[src/rtl/serial_adder_8bit.sv]
// Bit-serial adder: one full-adder cell, one bit per clock, LSB first.
// {Cout, Sum} = A + B + Cin after WIDTH shift cycles, flagged by a one-cycle done strobe.

module full_adder_ins (
  input  logic A,
  input  logic B,
  input  logic Cin,
  output logic Sum,
  output logic Cout
);

  assign Sum  = A ^ B ^ Cin;
  assign Cout = (A & B) | (Cin & (A ^ B));

endmodule

module serial_adder_8bit #(
  parameter int unsigned WIDTH = 8
) (
  input  logic             clk,
  input  logic             rst_n,
  input  logic             start,
  input  logic [WIDTH-1:0] A,
  input  logic [WIDTH-1:0] B,
  input  logic             Cin,
  output logic             busy,
  output logic             done,
  output logic [WIDTH-1:0] Sum,
  output logic             Cout
);

  localparam int unsigned CntW = (WIDTH > 1) ? $clog2(WIDTH) : 1;
  localparam logic [CntW-1:0] LastCnt = CntW'(WIDTH - 1);

  typedef enum logic [1:0] {StIdle, StShift, StDone} state_e;

  state_e           state_q;
  logic [WIDTH-1:0] a_q;
  logic [WIDTH-1:0] b_q;
  logic [WIDTH-1:0] psum_q;
  logic             carry_q;
  logic [CntW-1:0]  cnt_q;
  logic             fa_sum;
  logic             fa_cout;

  full_adder_ins u_fa (
    .A    (a_q[0]),
    .B    (b_q[0]),
    .Cin  (carry_q),
    .Sum  (fa_sum),
    .Cout (fa_cout)
  );

  always_ff @(posedge clk or negedge rst_n) begin
    if (!rst_n) begin
      state_q <= StIdle;
      a_q     <= '0;
      b_q     <= '0;
      psum_q  <= '0;
      carry_q <= 1'b0;
      cnt_q   <= '0;
      busy    <= 1'b0;
      done    <= 1'b0;
      Sum     <= '0;
      Cout    <= 1'b0;
    end else begin
      unique case (state_q)
        StIdle: begin
          if (start) begin
            a_q     <= A;
            b_q     <= B;
            carry_q <= Cin;
            psum_q  <= '0;
            cnt_q   <= '0;
            busy    <= 1'b1;
            state_q <= StShift;
          end
        end
        StShift: begin
          // Partial sum fills from the top so bit 0 ends up holding the first computed bit.
          psum_q  <= {fa_sum, psum_q[WIDTH-1:1]};
          carry_q <= fa_cout;
          a_q     <= a_q >> 1;
          b_q     <= b_q >> 1;
          cnt_q   <= cnt_q + CntW'(1);
          if (cnt_q == LastCnt) begin
            Sum     <= {fa_sum, psum_q[WIDTH-1:1]};
            Cout    <= fa_cout;
            cnt_q   <= '0;
            busy    <= 1'b0;
            done    <= 1'b1;
            state_q <= StDone;
          end
        end
        StDone: begin
          done    <= 1'b0;
          state_q <= StIdle;
        end
        default: begin
          busy    <= 1'b0;
          done    <= 1'b0;
          state_q <= StIdle;
        end
      endcase
    end
  end

endmodule

[config.mk]
export PLATFORM = sky130hd
export DESIGN_NAME = serial_adder_8bit
export DESIGN_NICKNAME = d
export VERILOG_FILES = /design/src/rtl/serial_adder_8bit.sv
export SDC_FILE = /design/constraint.sdc
export NUM_CORES = 1
export LEC_CHECK = 0
export ABC_AREA = 1
export BUFFER_PORTS_ARGS = -buffer_cell sky130_fd_sc_hd__buf_2
export CELL_PAD_IN_SITES_DETAIL_PLACEMENT = 2
export CELL_PAD_IN_SITES_GLOBAL_PLACEMENT = 2
export CORE_MARGIN = 8
export CORE_UTILIZATION = 35
export DETAILED_ROUTE_END_ITERATION = 8
export MAX_ROUTING_LAYER = met4
export PLACE_DENSITY_LB_ADDON = 0.1
export SYNTH_ARGS = -nofsm -noshare
export SYNTH_HDL_FRONTEND = slang
export SYNTH_SLANG_ARGS = --single-unit
[constraint.sdc]
create_clock -name clk -period 3.53 [get_ports clk]
set_input_delay 0.353 -clock clk [delete_from_list [all_inputs] [get_ports clk]]
set_output_delay 0.353 -clock clk [all_outputs]
set_load 0.05 [all_outputs]
==> impl_metrics.tcl, run 1 <==
set metrics [dict create \
    run_status "finished, final reports clean" \
    tightest_slew_ns 0.935 \
    clock_latency_ns 0.30 \
    multi_input_comb_area_um2 681 \
    cp_max_fo 22 \
    ys_async_sr_fraction 1.00 \
    drc 0 \
    criticalPathCategory "reg2reg" \
    yosysTopAreaCell "dfrtp_1" \
    grtUsageTotal 0.136 \
    maxClockFrequency_mhz 494 \
    synthesis.nets 246 \
    core-area_um2 5370 \
    via_per_inst 4.80 \
    num_vias 1542 \
    synth_cells 223 \
    ir_drop_uv 294 \
    drv_slew 0 \
    num_rows 27 \
    antenna_found_initial 0 \
    dp_hpwl_um 3180 \
    grt_max_degree 41 \
    cts-root-buf "clkbuf_8" \
    cp-end-kind "flop" \
    grt_pass1_wl_um 8020 \
    syn2layout_area_growth_pct 14.3 \
    grt_pass1_vias 1650 \
    ys_seq_area_frac 0.528 \
    setup_viol 0 \
    synth.top_cells.by_area "dfrtp_1 (53%), nand3_1 (13%), nand2_1 (11%)" \
    cts_tree "done" \
    port_buffers 30 \
    synthSimpleGateAreaFrac 0.269 \
    grt_util_met1 0.164 \
    max_stage_delay_ns 0.63 \
    synthFlopType "dfrtp_1" \
    drt-wirelength-per-cell_um 14.4 \
    die_x_um 89.6 \
    yosysTopAreaCellShare 0.528 \
    insertedDiodeCount 0 \
    place_inst 313 \
    globalRouteOverflowTotal 0 \
    initial_utilization 0.353 \
    hp-class "in2async" \
    synthTopCellsByCount "nand2_1 (56), nand3_1 (49), dfrtp_1 (40), inv_1 (34), o21ai_1 (9)" \
    place_congestion 0.750 \
    ctsResizeCount 0 \
    layoutNonFillerInstCount 321 \
    cp_cell_sequence "inv_2 -> nand2_2 -> nand2_1 -> nand3_1 -> nand2_1" \
    path_common_cell "nand2_1" \
    clk_path_buf_depth 2 \
    place_area_um2 2060 \
    first_pass_iters 4 \
    synth-adder-area-share 0.0237 \
    skew_ns 0.00314 \
    die_h_um 89.6 \
    fillers 619 \
    clkSinkCount 40 \
    r2r_cells 5 \
    ys_types 19 \
    cap_violations 0 \
    ctsHtreeMaxLevel 2 \
    clk_pin_slew_ns 0.08 \
    die-area_um2 8030 \
    ant_nets 0 \
    min_period_over_period 0.573 \
    synth_area_um2 1900 \
    use_met3 0.0355 \
    synth_edf_count 0 \
    yosys_warnings 0 \
    cpMaxStageDelayCell "nand2_1" \
    grt_setup_unrepaired "false" \
    synthMuxAreaShare 0 \
    cts-buffers-inserted 5 \
    drtIter0Drc 48 \
    io_pins 31 \
    cts_hold_buffers 0 \
    required_ns 3.77 \
    hold_viol_final 0 \
    synth-xor-area-share 0 \
    cts_setup_buffers 0 \
    wirelength_um 4630 \
    final-seq-area_um2 1000 \
    drive_above_1_share 0.209 \
    synth_top_family_by_area "simple AND/OR/NAND/NOR gates" \
    total_leakage_power_nw 1.18 \
    synth-compound-area-share 0.0660 \
    top_usage_layer "met2" \
    final.min_clock_period_ns 2.02 \
    arrival_ns 2.26 \
    syn-mean-instance-area_um2 8.51 \
    ys_seq_elements 40 \
    relSlewSlack 0.376 \
    grt_util_met2 0.217 \
    power_density_nw_per_um2 982 \
    startpoint_type "flop" \
    final_area_um2 2170 \
    yosysMostFrequentCell "nand2_1" \
    fin_setup_tns_ns 0 \
    fin_nets 271 \
]
==> cells by family after synthesis <==
logic type                 after synthesis
and+or+nand+nor                        113
buffers and inverters                   48
DFF                                     40
AOI/OAI and AO/OA                       19
adders and majority gates                3
==> sequential cells by signal (all words and copies together) (netlist names) <==
| name | flops |
|---|---|
| Sum | 8 |
| a_q | 8 |
| b_q | 8 |
| psum_q | 7 |
| cnt_q | 3 |
| state_q | 2 |
| Cout | 1 |
| busy | 1 |
| carry_q | 1 |
| done | 1 |
==> worst paths after layout <==
path,startpoint,endpoint,slack (ns)
max,state_q[1],b_q[6],1.51
min,rst_n,Sum[0],0.19
max reg2reg,state_q[1],b_q[6],1.51
min reg2reg,Cout,Cout,0.48
max in group asynchronous,rst_n,cnt_q[1],2.75
min in group clk,A[7],a_q[7],0.24
==> cell usage in the layout (no fill, tap or decap) <==
cell,instances
a21oi_1,1
clkinvlp_4,1
bufinv_16,1
nand2_1,56
nand3_1,49
clkinv_2,1
o21ai_0,1
nand2_2,1
fa_1,1
buf_2,30
o21ai_1,9
o21ai_2,8
clkbuf_8,5
nor2_4,1
inv_1,34
nor2_1,4
inv_2,2
dfrtp_1,40
nand2_4,2
ha_1,2
==> metrics by stage <==
step | total power [mW] | utilization | worst slack, ns | hold WS [ns]
final | 2.13 | 0.404 | 1.51 | 0.188
after global routing | 2.32 | 0.404 | 1.25 | 0.249
after CTS | 2.18 | 0.404 | 1.43 | 0.217
after detailed placement | 1.78 | 0.383 | 1.50 | 0.468
after global placement | 1.74 | 0.383 | 1.50 | 0.460
after floorplan | 1.56 | - | 2.30 | 0.0574
==> cell type report <==
cell class                      count  area share
Multi-Input combinational cell    135       0.314
Timing Repair Buffer               30      0.0692
Clock buffer                        5      0.0317
Tap cell                           72      0.0415
Clock inverter                      3      0.0196
Sequential cell                    40       0.462
Inverter                           36      0.0623
==> report_power, final <==
part	total (mW)	internal (mW)	switching, mW	leakage (nW)
combinational	0.941	0.281	0.659	0.625
sequential	0.803	0.668	0.136	0.497
clock	0.385	0.209	0.176	0.0541
total	2.13	1.16	0.971	1.18
==> critical path, delay by kind of cell (launching register included) <==
family | cells | cell delay, ns
buffers and inverters | 1 | 0.27
DFF | 1 | 0.46
and+or+nand+nor | 4 | 1.23
==> layer usage <==
| metal | share of wire | up-vias |
|---|---|---|
| met4 | 0.0082 | 0 |
| met2 | 0.50 | 23 |
| li1 | - | 746 |
| met5 | 0 | - |
| met1 | 0.45 | 769 |
| met3 | 0.040 | 4 |
Note: power is estimated with default switching activity, not from simulation.
==> run 2: changes to the inputs <==
--- a/config.mk
+++ b/config.mk
@@ -10,7 +10,7 @@
 export CELL_PAD_IN_SITES_DETAIL_PLACEMENT = 2
 export CELL_PAD_IN_SITES_GLOBAL_PLACEMENT = 2
 export CORE_MARGIN = 8
-export CORE_UTILIZATION = 35
+export CORE_UTILIZATION = 30
 export DETAILED_ROUTE_END_ITERATION = 8
 export MAX_ROUTING_LAYER = met4
 export PLACE_DENSITY_LB_ADDON = 0.1
==> constraint.sdc (replaced) <==
create_clock -name clk -period 1.7 [get_ports clk]
set_input_delay 0.17 -clock clk [delete_from_list [all_inputs] [get_ports clk]]
set_output_delay 0.17 -clock clk [all_outputs]
set_load 0.05 [all_outputs]
==> impl_metrics.tcl, run 2 (synthesis gave the netlist of run 1 again) <==
set metrics [dict create \
    whs_endpoint "a_q[7]" \
    layoutNonFillerInstCount 336 \
    ctsResizeCount 0 \
    hold_viol_final 0 \
    whs_path_depth 3 \
    die_h_um 95.5 \
    ir_drop_uv 665 \
    insertedDiodeCount 0 \
    clk_pin_slew_ns 0.08 \
    final.min_clock_period_ns 1.38 \
    grt_setup_unrepaired "false" \
    io_pins 31 \
    cp-end-kind "flop" \
    arrival_ns 1.57 \
    reg2reg_to "Sum[7]" \
    max_stage_delay_ns 0.40 \
    syn2layout_area_growth_pct 19.2 \
    startpoint_type "flop" \
    rr_startpoint "cnt_q[0]" \
    min_from "A[7]" \
    run_status "finished, final reports clean" \
    place_congestion 0.719 \
    clkSinkCount 40 \
    initial_utilization 0.304 \
    path_buf_inv 1 \
    relSlewSlack 0.747 \
    tightest_slew_ns 0.378 \
    cts-root-buf "clkbuf_8" \
    drv_slew 0 \
    grt_max_degree 20 \
    cp_max_fo 19 \
    grt_pass1_wl_um 8420 \
    clock_latency_ns 0.29 \
    drtIter0Drc 27 \
    fillers 732 \
    grtUsageTotal 0.123 \
    skew_ns 0.00537 \
    ff2ff_setup_slack_ns 0.32 \
    critPathTopFamily "adder cells" \
    cts-buffers-inserted 5 \
    drt-wirelength-per-cell_um 14.6 \
    drc 0 \
    place_inst 327 \
    criticalPathCategory "reg2reg" \
    num_rows 29 \
    total_leakage_power_nw 1.23 \
    cap_violations 0 \
    wirelength_um 4910 \
    final_cell_mix "nand2_1 (56), nand3_1 (49), dfrtp_1 (40), inv_1 (34), buf_2 (30)" \
    reg_top3 "Sum: 8 flops, a_q: 8 flops, b_q: 8 flops" \
    fin_setup_tns_ns 0 \
    die-area_um2 9120 \
    fin_nets 281 \
    power_density_nw_per_um2 2010 \
    drive_above_1_share 0.232 \
    cp_cell_sequence "ha_1 -> ha_1 -> nand2_4 -> inv_1 -> nand2_1 -> nand2_1" \
    ctsHtreeMaxLevel 2 \
    required_ns 1.89 \
    die_x_um 95.5 \
    antenna_found_initial 0 \
    via_per_inst 4.66 \
    hp-class "in2reg" \
    first_pass_iters 4 \
    r2r_cells 6 \
    ant_nets 0 \
    core-area_um2 6240 \
    finalPower_mw 4.54 \
    final_util 0.362 \
    maxClockFrequency_mhz 725 \
    cpMaxStageDelayCell "dfrtp_1" \
    cts_tree "done" \
    final_common_cell "nand2_1" \
    clk_path_buf_depth 2 \
    num_vias 1566 \
    port_buffers 30 \
    globalRouteOverflowTotal 0 \
    dp_hpwl_um 3630 \
    min_period_over_period 0.811 \
    setup_viol 0 \
    grt_pass1_vias 1688 \
]
## run 2: what timing repair did
action	CTS	global route
hold buffers	1	0
setup buffers	0	0
endpoints found under the hold margin	11	0
## run 2: through the flow
step	area, um2	worst slack, ns	hold WS (ns)
floorplan	1900	0.470	-0.126
global placement	2140	0.371	0.0875
detailed placement	2140	0.313	0.0873
finish	2260	0.321	0.0804
global route	2260	0.199	0.0802
CTS	2260	0.313	0.0701
## run 2: per-layer routing
layer  wire length (um)  vias to the layer above  GRT usage
met2               2420                       20      0.200
met3                159                        7     0.0291
met1               2260                      775      0.147
met4                 59                        0     0.0410
li1                   -                      764          -
met5                  0                        -          -
## run 2: where the power goes
part           total [mW]  leakage, nW  switching (mW)  internal (mW)
Sequential           1.64        0.497           0.253           1.39
Combinational        2.12        0.675            1.43          0.690
Clock               0.778       0.0552           0.342          0.436
## run 2: layout make-up
| cell class | instances | area (um2) | area share |
|---|---|---|---|
| Clock buffer | 6 | 72.6 | 0.0321 |
| Clock inverter | 2 | 35.0 | 0.0155 |
| Inverter | 36 | 135 | 0.0598 |
| Multi-Input combinational cell | 135 | 681 | 0.301 |
| Sequential cell | 40 | 1000 | 0.443 |
| Tap cell | 77 | 96.3 | 0.0426 |
| Timing Repair Buffer | 40 | 240 | 0.106 |
## run 2: how the worst max path moves through the flow
stage	from	to	slack, ns	cells after the start
floorplan	cnt_q[0]	Sum[7]	0.47	6
global placement	cnt_q[0]	Sum[7]	0.37	6
CTS	cnt_q[0]	Sum[7]	0.31	6
finish	cnt_q[0]	Sum[7]	0.32	6
global route	cnt_q[0]	Sum[7]	0.20	6
detailed placement	cnt_q[0]	Sum[7]	0.31	6
## run 2: tightest hold or removal path: stages
cell and delay (ns):
buf_2 0.08, nand2_1 0.05, nand2_1 0.05
